--- config.mk ---
export PLATFORM = sky130hd
export DESIGN_NAME = crp16_alu_wb_stage
export DESIGN_NICKNAME = d
export VERILOG_FILES = /design/src/rtl/crp16_alu_wb_stage_pkg.sv /design/src/rtl/crp16_alu_wb_stage_cond_eval.sv /design/src/rtl/crp16_alu_wb_stage.sv
export SDC_FILE = /design/constraint.sdc
export NUM_CORES = 1
export LEC_CHECK = 0
export BUFFER_PORTS_ARGS = -buffer_cell sky130_fd_sc_hd__clkbuf_2
export CAP_MARGIN = 0
export CORE_ASPECT_RATIO = 1.5
export CORE_MARGIN = 1.5
export CORE_UTILIZATION = 50
export DETAILED_ROUTE_END_ITERATION = 7
export PLACE_DENSITY = 0.81
export SLEW_MARGIN = 5
export SYNTH_ARGS = -nofsm -noshare
export SYNTH_HDL_FRONTEND = slang
export SYNTH_SLANG_ARGS = --single-unit
--- constraint.sdc ---
create_clock -name clock -period 1.6 [get_ports clock]
set_clock_uncertainty 0.05 [all_clocks]
set_input_delay 0 -clock clock [delete_from_list [all_inputs] [get_ports clock]]
set_output_delay 0 -clock clock [all_outputs]
set_load 0.005 [all_outputs]
--- src/rtl/crp16_alu_wb_stage_pkg.sv ---
// rtl/crp16_alu_wb_stage_pkg.sv - shared state, flag and condition-code definitions
package crp16_alu_wb_stage_pkg;

  typedef enum logic [1:0] {
    ST_EMPTY = 2'd0,
    ST_ONE   = 2'd1,
    ST_FULL  = 2'd2
  } state_t;

  localparam int FLAG_N = 3;
  localparam int FLAG_Z = 2;
  localparam int FLAG_C = 1;
  localparam int FLAG_V = 0;

  localparam logic [2:0] COND_AL = 3'b000;
  localparam logic [2:0] COND_EQ = 3'b001;
  localparam logic [2:0] COND_NE = 3'b010;
  localparam logic [2:0] COND_LT = 3'b011;
  localparam logic [2:0] COND_GE = 3'b100;
  localparam logic [2:0] COND_CS = 3'b101;
  localparam logic [2:0] COND_CC = 3'b110;
  localparam logic [2:0] COND_NV = 3'b111;

endpackage

--- src/rtl/crp16_alu_wb_stage_cond_eval.sv ---
// rtl/crp16_alu_wb_stage_cond_eval.sv - branch condition evaluation against NZCV
// Purely combinational so the branch unit can reuse it directly.
module crp16_cond_eval
  import crp16_alu_wb_stage_pkg::*;
(
  input  logic [3:0] flags,
  input  logic [2:0] cond,
  output logic       cond_true
);

  logic n, z, c, v;

  assign n = flags[FLAG_N];
  assign z = flags[FLAG_Z];
  assign c = flags[FLAG_C];
  assign v = flags[FLAG_V];

  always_comb begin
    cond_true = 1'b0;
    case (cond)
      COND_AL: cond_true = 1'b1;
      COND_EQ: cond_true = z;
      COND_NE: cond_true = ~z;
      COND_LT: cond_true = n ^ v;
      COND_GE: cond_true = ~(n ^ v);
      COND_CS: cond_true = c;
      COND_CC: cond_true = ~c;
      default: cond_true = 1'b0;
    endcase
  end

endmodule

--- src/rtl/crp16_alu_wb_stage.sv ---
// rtl/crp16_alu_wb_stage.sv - ALU result skid buffer, NZCV flag register and cond eval
// Head entry drives out_*; the skid entry absorbs one result while the register file stalls.
module crp16_alu_wb_stage
  import crp16_alu_wb_stage_pkg::*;
#(
  parameter int DATA_W = 16,
  parameter int REG_AW = 3
) (
  input  logic              clock,
  input  logic              resetn,
  input  logic              flush,
  input  logic              in_valid,
  output logic              in_ready,
  input  logic [DATA_W-1:0] in_data,
  input  logic              in_v,
  input  logic              in_c,
  input  logic              in_n,
  input  logic              in_z,
  input  logic [REG_AW-1:0] in_dest,
  input  logic              in_we,
  input  logic              in_setf,
  output logic              out_valid,
  input  logic              out_ready,
  output logic [DATA_W-1:0] out_data,
  output logic [REG_AW-1:0] out_dest,
  output logic              out_we,
  output logic [3:0]        flags,
  input  logic [2:0]        cond,
  output logic              cond_true
);

  state_t state, state_nxt;

  logic              accept, pop;
  logic              load_head_in, load_head_skid, load_skid, flag_upd;
  logic [DATA_W-1:0] skid_data;
  logic [REG_AW-1:0] skid_dest;
  logic              skid_we;

  assign in_ready  = (state != ST_FULL);
  assign out_valid = (state != ST_EMPTY);
  assign accept    = in_valid & in_ready;
  assign pop       = out_valid & out_ready;

  always_ff @(posedge clock or negedge resetn) begin
    if (!resetn) state <= ST_EMPTY;
    else         state <= state_nxt;
  end

  always_comb begin
    state_nxt      = state;
    load_head_in   = 1'b0;
    load_head_skid = 1'b0;
    load_skid      = 1'b0;
    flag_upd       = 1'b0;
    if (flush) begin
      // Flush discards everything, including a same-cycle accept and its flags.
      state_nxt = ST_EMPTY;
    end else begin
      flag_upd = accept & in_setf;
      case (state)
        ST_EMPTY: begin
          if (accept) begin
            state_nxt    = ST_ONE;
            load_head_in = 1'b1;
          end
        end
        ST_ONE: begin
          if (accept && !pop) begin
            state_nxt = ST_FULL;
            load_skid = 1'b1;
          end else if (accept && pop) begin
            load_head_in = 1'b1;
          end else if (pop) begin
            state_nxt = ST_EMPTY;
          end
        end
        ST_FULL: begin
          if (pop) begin
            state_nxt      = ST_ONE;
            load_head_skid = 1'b1;
          end
        end
        default: state_nxt = ST_EMPTY;
      endcase
    end
  end

  always_ff @(posedge clock or negedge resetn) begin
    if (!resetn) begin
      out_data  <= '0;
      out_dest  <= '0;
      out_we    <= 1'b0;
      skid_data <= '0;
      skid_dest <= '0;
      skid_we   <= 1'b0;
      flags     <= 4'b0000;
    end else begin
      if (load_head_in) begin
        out_data <= in_data;
        out_dest <= in_dest;
        out_we   <= in_we;
      end else if (load_head_skid) begin
        out_data <= skid_data;
        out_dest <= skid_dest;
        out_we   <= skid_we;
      end
      if (load_skid) begin
        skid_data <= in_data;
        skid_dest <= in_dest;
        skid_we   <= in_we;
      end
      if (flag_upd) flags <= {in_n, in_z, in_c, in_v};
    end
  end

  crp16_cond_eval u_cond_eval (
    .flags     (flags),
    .cond      (cond),
    .cond_true (cond_true)
  );

endmodule
==> results.cfg <==
[power_and_ir_drop]
vdd_ir_drop_max_v = 0.00109
power.density_mw_per_mm2 = 1050
power_mw = 3.02
leakage_nw = 1.37

[setup_path]
crit_slowest_cell = dfrtp_1
reg2reg_from = state[1]$_DFFE_PN0P_
r2r_slack_ps = 50
r2r_cells = 6
cp_slowest_stage_delay_ps = 400
cp_top_family = buffers and inverters
cp.required_ps = 1730
worst-setup-path-type = reg -> reg
crit_path_end_kind = flop
worstPathMaxFanout = 10
cp-start-kind = flop
cpMostUsedCell = buf_6
cp.arrival_ps = 1680
reg2reg_to = skid_data[14]$_DFFE_PN0P_
critPathBufInv = 3
crit_chain = buf_6 -> nor2b_4 -> buf_6 -> nand3_4 -> buf_8 -> mux2_1

[sta]
hold_violations = 0
fmax_mhz = 645
post-route-period-util = 0.970
tightest_slew_ps = 591
setup_viol_count_final = 0
period_needed_ps = 1550
hold_ws_ps = 126
relSlewSlack = 0.606
drv_slew = 0

[final_layout]
syn2layout_area_growth_pct = 46.2
n_fill_cell = 247
nets = 279
multi_input_area_um2 = 832
layout-drive-gt1-share = 0.425
final_design_area_no_fill_mm2 = 0.00287
register_area_mm2 = 0.00115
num_antenna_cells = 0

[logic_synthesis]
synthCells = 145
syn_area_mm2 = 0.00196
syn_nets = 178
synth_ff_type = dfrtp_1
yosysSeqAreaShare = 0.586
async_flop_share = 1.00
ys_ff_latch = 46
synth_area_leaders = dfrtp_1 (59%), a221o_1 (10%), mux2_2 (8.6%)
yosysTopAreaCell = dfrtp_1
synth-warning-count = 0
synth_most_common_cell = dfrtp_1
synth-edff-count = 0
postSynthAreaPerCell_um2 = 13.5
ys_types = 30
synth_top_area_share = 0.586
synthTopCellsByCount = dfrtp_1 (46), a221o_1 (20), mux2_2 (15)

[clock_network]
clock_insertion_delay_worst_skew_ps = 290
clockBufferDepth = 2
clkSinkCount = 46
cts_tree = done
clk_pin_slew_worst_paths_ps = 80
cts_root_buffer = clkbuf_8
h-tree-depth = 2
cts_buffers = 5

[min_path]
hp-class = in -> reg
hold_start = in_setf
hold_end = flags[0]$_DFFE_PN0P_
hold_depth = 4

[drt]
finalWirelength_um = 5020
drc = 0
dr_total_vias = 1628
firstDrtPassIters = 4
drtAntennaViolNets = 0
drtIter0Drc = 32
wire_per_inst_um = 17.3
viasPerCell = 5.61

[place]
dp_hpwl_um = 3030
portBuffers = 59
place_congestion = 0.708
dpl-instance-area_mm2 = 0.00236

[floorplanning]
core.rowCount = 27
fp.dieH_um = 79.8
start_util = 0.529
io_pins = 60
dieArea_mm2 = 0.00432
core_mm2 = 0.00372
die_w_um = 54.2

[global_routing]
grt_pass1_wl_um = 7380
grt.met3_usage = 0.0637
antenna_found_initial = 0
grt_max_degree = 25
gr-usage-met2 = 0.418
grt-busiest-layer = met2
grt_pass1_vias = 1613
grt_usage = 0.237
gr-total-overflow = 0
grt_use_met1 = 0.264

[outcome]
status = finished, final reports clean

[flow_run]
cap_violations = 0
cell type report:
type | instances | area share
clock inverter | 2 | 0.0131
multi-input combinational | 90 | 0.290
tap | 43 | 0.0187
sequential | 46 | 0.401
clock buffer | 6 | 0.0253
inverter | 2 | 0.00261
timing repair buffer | 101 | 0.250
tightest hold or removal path, stage by stage:
cell	delay, ps
clkbuf_2	90
nand2_1	90
nor3_2	70
mux2_1	190
flip-flops by register name, indices dropped and copies added (netlist names):
name	flops
out_we	1
skid_dest	3
out_data	16
out_dest	3
state	2
skid_we	1
flags	4
skid_data	16
worst max path at each step:
stage	start	end	slack, ps	depth (start not counted)
5_1_grt	state[1]$_DFFE_PN0P_	skid_dest[1]$_DFFE_PN0P_	-20	6
6_report	state[1]$_DFFE_PN0P_	skid_data[14]$_DFFE_PN0P_	50	6
4_1_cts	state[1]$_DFFE_PN0P_	skid_data[14]$_DFFE_PN0P_	1	6
2_1_floorplan	state[0]$_DFFE_PN0P_	out_data[10]$_DFFE_PN0P_	250	4
3_3_place_gp	state[1]$_DFFE_PN0P_	out_data[14]$_DFFE_PN0P_	-110	3
3_5_place_dp	state[0]$_DFFE_PN0P_	out_data[3]$_DFFE_PN0P_	-230	3
what timing repair did:
| item | 4_1_cts | 5_1_grt |
|---|---|---|
| setup endpoints to repair | 23 | 44 |
| gates resized for setup | 3 | 14 |
| hold buffers | 28 | 0 |
| buffers inserted | 1 | 3 |
| pin swaps | 1 | 1 |
| hold endpoints to repair | 68 | 0 |
| cloned | 0 | 2 |
layer usage:
metal | part of all wire | vias up
met5 | 0 | -
met4 | 0.016 | 0
met3 | 0.042 | 8
met2 | 0.56 | 65
met1 | 0.38 | 809
li1 | - | 746
power by group:
group          internal, mW  switching, mW  total (mW)  leakage [nW]
Sequential             1.40          0.138        1.54         0.567
Clock                 0.466          0.389       0.855        0.0514
Combinational         0.379          0.242       0.621         0.751
Total                  2.25          0.769        3.02          1.37
stage by stage:
| step | utilization | worst slack [ps] | instances | setup TNS [ps] |
|---|---|---|---|---|
| finish | 0.773 | 48.4 | 290 | 0 |
| global route | 0.773 | -20.5 | 290 | -64.0 |
| CTS | 0.747 | 1.14 | 285 | 0 |
| detailed placement | 0.635 | -230 | 248 | -4220 |
| global placement | 0.635 | -113 | 248 | -2220 |
| floorplan | - | 255 | 145 | 0 |
cells by family (layout without fill, tap and decap cells):
group,after synthesis,in the layout,share of synthesized area
xor+xnor,1,1,0.00446
buf+inv,10,111,0.0236
compound gates,24,25,0.115
simple gates,40,40,0.133
flops,46,46,0.586
mux,24,24,0.138
cells in the final DEF (no fill, tap or decap), drive strengths merged:
cell,synthesis,layout
a21oi,1,1
a221o,20,20
a311oi,1,1
a31oi,2,3
and2,20,20
and3,1,1
and4bb,1,1
buf,7,14
bufinv,0,1
clkbuf,1,65
clkinvlp,0,1
dfrtp,46,46
dlygate4sd3,0,28
inv,2,2
mux2,24,24
nand2,3,3
nand2b,1,1
nand3,2,2
nand3b,1,1
nand4,1,1
nor2,1,1
nor2b,2,2
nor3,2,2
nor4b,1,1
or2,1,1
or3,1,1
or4b,1,1
or4bb,1,1
xnor2,1,1
Note: power is estimated with default switching activity, not from simulation.
